### config.mk
export PLATFORM = sky130hd
export DESIGN_NAME = ex_mem_stage
export DESIGN_NICKNAME = d
export VERILOG_FILES = /design/src/rtl/ex_mem_stage.sv
export SDC_FILE = /design/constraint.sdc
export NUM_CORES = 1
export LEC_CHECK = 0
export ABC_AREA = 1
export BUFFER_PORTS_ARGS = -buffer_cell sky130_fd_sc_hd__buf_2
export CAP_MARGIN = 20
export CORE_UTILIZATION = 35
export DETAILED_ROUTE_END_ITERATION = 12
export GPL_TIMING_DRIVEN = 1
export HOLD_SLACK_MARGIN = 0.06
export RECOVER_POWER = 25
export SLEW_MARGIN = 15
export SYNTH_ARGS = -nofsm -noshare
export SYNTH_HDL_FRONTEND = slang
export SYNTH_SLANG_ARGS = --single-unit
export TNS_END_PERCENT = 5
### constraint.sdc
create_clock -name clk -period 3.35 [get_ports clk]
set_input_delay 0.1675 -clock clk [delete_from_list [all_inputs] [get_ports clk]]
set_output_delay 0.1675 -clock clk [all_outputs]
set_load 0.1 [all_outputs]
### src/rtl/ex_mem_stage.sv
// ex_mem_stage
//   Sits between EX and MEM. Non-branch ALU results go into a 2-entry in-order
//   buffer that feeds MEM through a valid/ready handshake. Branches are
//   resolved here and never enter the buffer. A taken branch raises
//   redirect_valid and redirect_pc for the cycle after it is accepted.
//
// Ports
//   clk, reset_n            clock; asynchronous active-low reset
//   in_valid / in_ready     upstream handshake; in_ready = (count < 2)
//   alu_c, alu_compare      ALU result and its zero flag
//   branch_type, branch_target   branch kind (000 none, 001 BNE, 010 BEQ,
//                           011 BGZ, 100 BLZ, others none) and taken target
//   in_dest, in_reg_write, in_mem_read, in_mem_write, in_store_data
//                           fields carried with a non-branch entry
//   flush                   synchronous kill of held and incoming entries
//   out_valid / out_ready   downstream handshake for the head entry
//   out_result, out_store_data, out_dest, out_reg_write, out_mem_read,
//   out_mem_write           head-entry fields; control bits are 0 when idle
//   redirect_valid, redirect_pc  one-cycle taken-branch redirect
module ex_mem_stage #(
  parameter int WORD_SIZE = 16
) (
  input  logic                 clk,
  input  logic                 reset_n,
  input  logic                 in_valid,
  output logic                 in_ready,
  input  logic [WORD_SIZE-1:0] alu_c,
  input  logic                 alu_compare,
  input  logic [2:0]           branch_type,
  input  logic [WORD_SIZE-1:0] branch_target,
  input  logic [1:0]           in_dest,
  input  logic                 in_reg_write,
  input  logic                 in_mem_read,
  input  logic                 in_mem_write,
  input  logic [WORD_SIZE-1:0] in_store_data,
  input  logic                 flush,
  output logic                 out_valid,
  input  logic                 out_ready,
  output logic [WORD_SIZE-1:0] out_result,
  output logic [WORD_SIZE-1:0] out_store_data,
  output logic [1:0]           out_dest,
  output logic                 out_reg_write,
  output logic                 out_mem_read,
  output logic                 out_mem_write,
  output logic                 redirect_valid,
  output logic [WORD_SIZE-1:0] redirect_pc
);

  typedef enum logic [2:0] {
    BR_NONE = 3'b000,
    BR_BNE  = 3'b001,
    BR_BEQ  = 3'b010,
    BR_BGZ  = 3'b011,
    BR_BLZ  = 3'b100
  } br_e;

  typedef struct packed {
    logic [WORD_SIZE-1:0] result;
    logic [WORD_SIZE-1:0] store_data;
    logic [1:0]           dest;
    logic                 reg_write;
    logic                 mem_read;
    logic                 mem_write;
  } entry_t;

  entry_t     head_q;
  entry_t     tail_q;
  entry_t     in_entry;
  logic [1:0] count_q;

  logic is_branch;
  logic taken;
  logic accept;
  logic push;
  logic pop;
  logic fire_redirect;

  // Branch resolution from the ALU flags; the sign bit is the result MSB.
  always_comb begin
    is_branch = 1'b0;
    taken     = 1'b0;
    case (branch_type)
      BR_BNE: begin
        is_branch = 1'b1;
        taken     = !alu_compare;
      end
      BR_BEQ: begin
        is_branch = 1'b1;
        taken     = alu_compare;
      end
      BR_BGZ: begin
        is_branch = 1'b1;
        taken     = !alu_c[WORD_SIZE-1] && !alu_compare;
      end
      BR_BLZ: begin
        is_branch = 1'b1;
        taken     = alu_c[WORD_SIZE-1];
      end
      default: begin
        is_branch = 1'b0;
        taken     = 1'b0;
      end
    endcase
  end

  assign in_ready  = (count_q < 2'd2);
  assign out_valid = (count_q != 2'd0);

  assign accept        = in_valid && in_ready;
  assign push          = accept && !is_branch;
  assign pop           = out_valid && out_ready;
  assign fire_redirect = accept && is_branch && taken && !flush;

  always_comb begin
    in_entry            = '0;
    in_entry.result     = alu_c;
    in_entry.store_data = in_store_data;
    in_entry.dest       = in_dest;
    in_entry.reg_write  = in_reg_write;
    in_entry.mem_read   = in_mem_read;
    in_entry.mem_write  = in_mem_write;
  end

  always_ff @(posedge clk or negedge reset_n) begin
    if (!reset_n) begin
      count_q        <= '0;
      head_q         <= '0;
      tail_q         <= '0;
      redirect_valid <= 1'b0;
      redirect_pc    <= '0;
    end else begin
      // The pulse is recomputed every edge, so a flush only suppresses the
      // redirect of the entry arriving with it, not one already on the wire.
      redirect_valid <= fire_redirect;
      if (fire_redirect) begin
        redirect_pc <= branch_target;
      end

      if (flush) begin
        count_q <= '0;
      end else if (push && !pop) begin
        if (count_q == 2'd0) begin
          head_q <= in_entry;
        end else begin
          tail_q <= in_entry;
        end
        count_q <= count_q + 2'd1;
      end else if (push && pop) begin
        // push needs count < 2 and pop needs count > 0, so count is 1:
        // the new entry replaces the departing head and count is unchanged.
        head_q <= in_entry;
      end else if (pop) begin
        head_q  <= tail_q;
        count_q <= count_q - 2'd1;
      end
    end
  end

  assign out_result     = head_q.result;
  assign out_store_data = head_q.store_data;
  assign out_dest       = head_q.dest;
  assign out_reg_write  = out_valid && head_q.reg_write;
  assign out_mem_read   = out_valid && head_q.mem_read;
  assign out_mem_write  = out_valid && head_q.mem_write;

endmodule

# After elaboration in Yosys (flattened, before gate mapping)
# Index checks and enable logic that the tools add are counted.
dict set report word_totals {
  reg_bits 93
  inputBits 62
}
dict set report classes {
  n_eq_ne 6
  n_reduce_logical 25
  bitwise 2
  order_cmp 1
  addsub 2
  n_mux 10
}
# cell count
set op_table {}
lappend op_table {{two-way mux 37 bit} 4}
lappend op_table {{logical AND 1 bit} 12}
lappend op_table {{two-way mux 2 bit} 4}
lappend op_table {{== test 3 x 2 -> 1 bit, second input constant} 2}
lappend op_table {{AND reduction 3 bit} 2}
lappend op_table {{nonzero test 3 bit} 2}
lappend op_table {{logical NOT 1 bit} 5}
lappend op_table {{case mux 1 bit (4 select lines)} 1}
lappend op_table {{OR reduction 4 bit} 1}
lappend op_table {{== test 3 x 1 -> 1 bit, second input constant} 1}
lappend op_table {{== test 3 bit, second input constant} 1}
lappend op_table {{!= test 3 bit, second input constant} 1}
lappend op_table {{adder 2 x 1 -> 2 bit, second input constant} 1}
lappend op_table {{logical NOT 2 bit} 1}
lappend op_table {{< comparator 2 bit, second input constant} 1}
lappend op_table {{!= test 2 x 1 -> 1 bit, second input constant} 1}
lappend op_table {{inverter 1 bit} 2}
lappend op_table {{AND reduction 2 bit} 1}
lappend op_table {{nonzero test 2 bit} 1}
lappend op_table {{subtractor 2 x 1 -> 2 bit, second input constant} 1}
lappend op_table {{two-way mux 1 bit} 1}

# Longest topological paths before layout
dict set report depth {
  word_depth 9
  ltp_mapped 11
  mapped_depth_nobuf 9
}

# Least setup slack after synthesis
# Ideal clock, no wire load.
dict set report synth_path {
  path_type {flip-flop to output port}
  startpoint {register count_q[1]}
  endpoint {output port out_mem_read}
  path_stages_with_launch 5
  arrival_time_ns 2.843
  setup_slack_ns 0.339
  path_buffers 0
  path_cell_list {dfrtp_1 > inv_2 > nand2_1 > inv_1 > nor2_1}
}
dict set report synth_between {
  elab_chain_cells 2
}
# item line_no
set synth_rtl {}
lappend synth_rtl {{start: declaration} 69} ;# logic [1:0] count_q;
lappend synth_rtl {{start signal: assignment} 147} ;# count_q <= count_q + 2'd1;
lappend synth_rtl {{start signal: assignment} 154} ;# count_q <= count_q - 2'd1;
lappend synth_rtl {{nonzero test 2 bit} 107} ;# assign out_valid = (count_q != 2'd0);
lappend synth_rtl {{via out_valid} 37} ;# output logic out_valid,
lappend synth_rtl {{logical AND 1 bit} 163} ;# assign out_mem_read = out_valid && head_q.mem_read;
lappend synth_rtl {{end: declaration} 43} ;# output logic out_mem_read,
# The timed path passes the listed nets, and every way through them passes these cells.

# Final worst setup path
dict set report layout_path {
  startpoint {register count_q[1]}
  endpoint {register head_q, in the netlist out_store_data[2]}
}
dict set report layout_between {
  elab_chain_cells 6
  elab_cells_between_ends 14
  cone_classes {order compare: 1; eq/ne: 1; mux: 2; reduce/logical: 10}
}
# item line_no
set layout_rtl {}
lappend layout_rtl {{< comparator 2 bit or nonzero test 2 bit (tied branches)} {106, 107}}
lappend layout_rtl {{logical AND 1 bit (on tied branches)} {109, 111}}
lappend layout_rtl {{logical AND 1 bit or logical NOT 1 bit (tied branches)} {110, 141}}
lappend layout_rtl {{logical AND 1 bit (on tied branches)} {141, 148}}
lappend layout_rtl {{!= test 2 x 1 -> 1 bit (no source line) (tied with other cells)} -}
lappend layout_rtl {{AND reduction 3 bit (no source line) or two-way mux 37 bit (tied branches)} -}
lappend layout_rtl {{end signal: assignment} 143} ;# head_q <= in_entry;
lappend layout_rtl {{end signal: assignment} 151} ;# head_q <= in_entry;
lappend layout_rtl {{end signal: assignment} 153} ;# head_q <= tail_q;
lappend layout_rtl {{end: declaration} 66} ;# entry_t head_q;
# Parallel ways exist; a longest one is shown, timed or not.
# A chain may end at the register's enable or synchronous reset.

==> results.md <==
* Tightest Pin Transition at 1.65 ns
* Clk slew on worst S/H paths at 0.06 ns
* Status: finished, violations left
* CP Capture Type: flop
* Startpoint Class: flop
* CTS tree: yes
* Worst-path maximum fanout at 34
* Antenna violations before repair at 1
* Fin crit share at 57.9%
* Gr ovfl total at 0
* Final Hold Viols at 0
* Min Tclk post-route at 1.94 ns
* Most frequent cells in the layout: nand2_1, buf_2, dfrtp_1, nand3_1, inv_1
* Kind of critical path: reg2reg
* Total track usage at 16.0%
* Vias at 3732
* Crit path DAT at 2.22 ns
* Buf+Inv Stages, Crit Path at 3
* Wire per inst at 12.6 µm
* Routed vias/inst at 4.57
* Slew Viols, Final at 67
* Average cell area after synthesis at 8.37 µm²
* Final ANT Viol Nets at 0
* Vias in the first global route at 3639
* DP HPWL at 6740 µm
* Post-Synthesis Cells at 552
* Mapped Area at 4620 µm²
* Critical Path Max Stage Delay at 0.42 ns
* Clock sinks at 93
* Syn nets at 614
* Finish-stage setup viols at 0
* Number of buffers created by CTS at 9
* Distinct cells, synth at 22
* Crit path top cell by count: nand2_1
* DRC viols at 0
* Final non-filler cell total at 816
* Longest Clk Path Bufs at 2
* Io pins at 118
* Maxcap violations at 1
* Die area at 13700 µm²
* Worst min-delay path category: in2reg
* Post-cts resize count at 0
* Top cell type's share of synthesized area at 50.4%
* Setup tns final at 0 ns
* Commonest non-fill, non-tap cell in the layout: nand2_1
* Flops & latches, synth at 93
* CP top delay family: simple AND/OR/NAND/NOR gates
* Share of cells above drive strength 1 at 27.2%
* H-tree levels at 3
* Max Clk Rate at 516 MHz
* Synth Warn # at 0
* CP max-delay cell: dfrtp_1
* Clk_lat worst skew at 0.34 ns
* Seq/Total Area, Yosys at 50.4%
* CP required at 3.63 ns
* ANT cells at 0
* Placer Congestion at 0.748
* Root Buffer: clkbuf_16
* Fin util at 43.3%
* Clock Skews at 0.00517 ns
* IO Port Bufs at 117
* Slew margin rel. at -9.82%
* Dpl ws at 1.44 ns
* Initial core utilization at 36.3%
* First-pass GRT wire length at 16800 µm
* Largest cells by area after synthesis: dfrtp_1, nand2_1, nand3_1
* Synth area leader: dfrtp_1
* Detailed Route Iter0 Violations at 233
* Row cnt at 41
* Setup ws final at 1.41 ns
* Number of instances in the placed design at 784
* Syn-to-layout area delta at 19.1%
* Failing checks: capacitance limit, slew limit
* Worst-path cell chain: inv_2, nand2_1, inv_1, nand2_2, buf_4, nand2_1, o21ai_0, nand3_1, nand2_1
* Die X at 117 µm
* Final Net Count at 701
* RSZ-0062 raised after global routing: false
* Die Ht at 117 µm
* Largest net degree at the start of global routing at 75
* Core area at 12700 µm²
* Detailed Routing Iterations Pass 1 at 4
* Drt total wl at 10300 µm
-- worst min-delay path: cells and delay by family --
kind,cells,cell delay [ns]
buf+inv,1,0.08
simple gates,2,0.14
-- synthesized netlist by cell type --
library cell  count
buf_2            12
buf_4            37
buf_6            11
clkbuf_1          4
clkinv_1          1
dfrtp_1          93
inv_1            48
inv_2             2
nand2_1         189
nand2_2           6
nand2_4           1
nand3_1          56
nand3_2           3
nand4_1           4
nor2_1            5
nor2_8            1
nor3_4            1
o211ai_2          1
o21ai_0          10
o21ai_1          46
o21ai_2          20
xor2_1            1
-- final cells by class --
cell class / instances / area, µm²
clock buffer: 13 / 280
clock inverter: 3 / 65.1
fill: 1292 / 7220
inverter: 51 / 191
multi-input combinational: 344 / 1630
sequential: 93 / 2330
tap: 172 / 215
timing repair buffer: 140 / 798
-- layer usage --
metal | vias to the layer above | global-route usage (%) | wire, µm
met5 | - | 0 | 0
met4 | 0 | 5.99 | 160
met3 | 11 | 5.46 | 700
met2 | 97 | 26.9 | 4930
met1 | 1740 | 19.0 | 4480
li1 | 1884 | - | -
-- what timing repair did --
action,CTS,global route
hold endpoints to repair,79,0
hold buffers,16,0
buffers inserted,0,0
-- final timing paths --
kind                                  start                end  slack, ns  cells after the start
hold / removal             branch_target[6]     redirect_pc[6]       0.08                      3
hold reg to reg              redirect_pc[9]     redirect_pc[9]       0.47                      2
setup / recovery                 count_q[1]  out_store_data[2]       1.41                      9
min in group asynchronous           reset_n  out_store_data[0]       0.81                      2
max in group asynchronous           reset_n      out_result[4]       1.53                      3
setup reg to reg                 count_q[1]  out_store_data[2]       1.41                      9
-- registers in the layout (all words and copies together) (netlist names) --
register,cells
tail_q,37
out_store_data,16
redirect_valid,1
out_result,16
redirect_pc,16
out_dest,2
head_q,3
count_q,2
-- cell families after synthesis --
kind of cell	share of synthesized area, %
AOI/OAI and AO/OA	10.1
xor gates and xnor gates	0.190
buffers and inverters	14.5
DFF	50.4
and+or+nand+nor	24.9
-- per-stage QoR --
step,cell area (µm²),hold slack [ns]
after floorplan,4620,-0.128
after global placement,5000,0.318
after detailed placement,5000,0.331
after CTS,5510,0.0653
after global routing,5500,0.0760
final,5500,0.0800
Power is left out: the tool's default activity adds up to more than one toggle a clock period on the data nets, which glitch-free logic cannot reach.
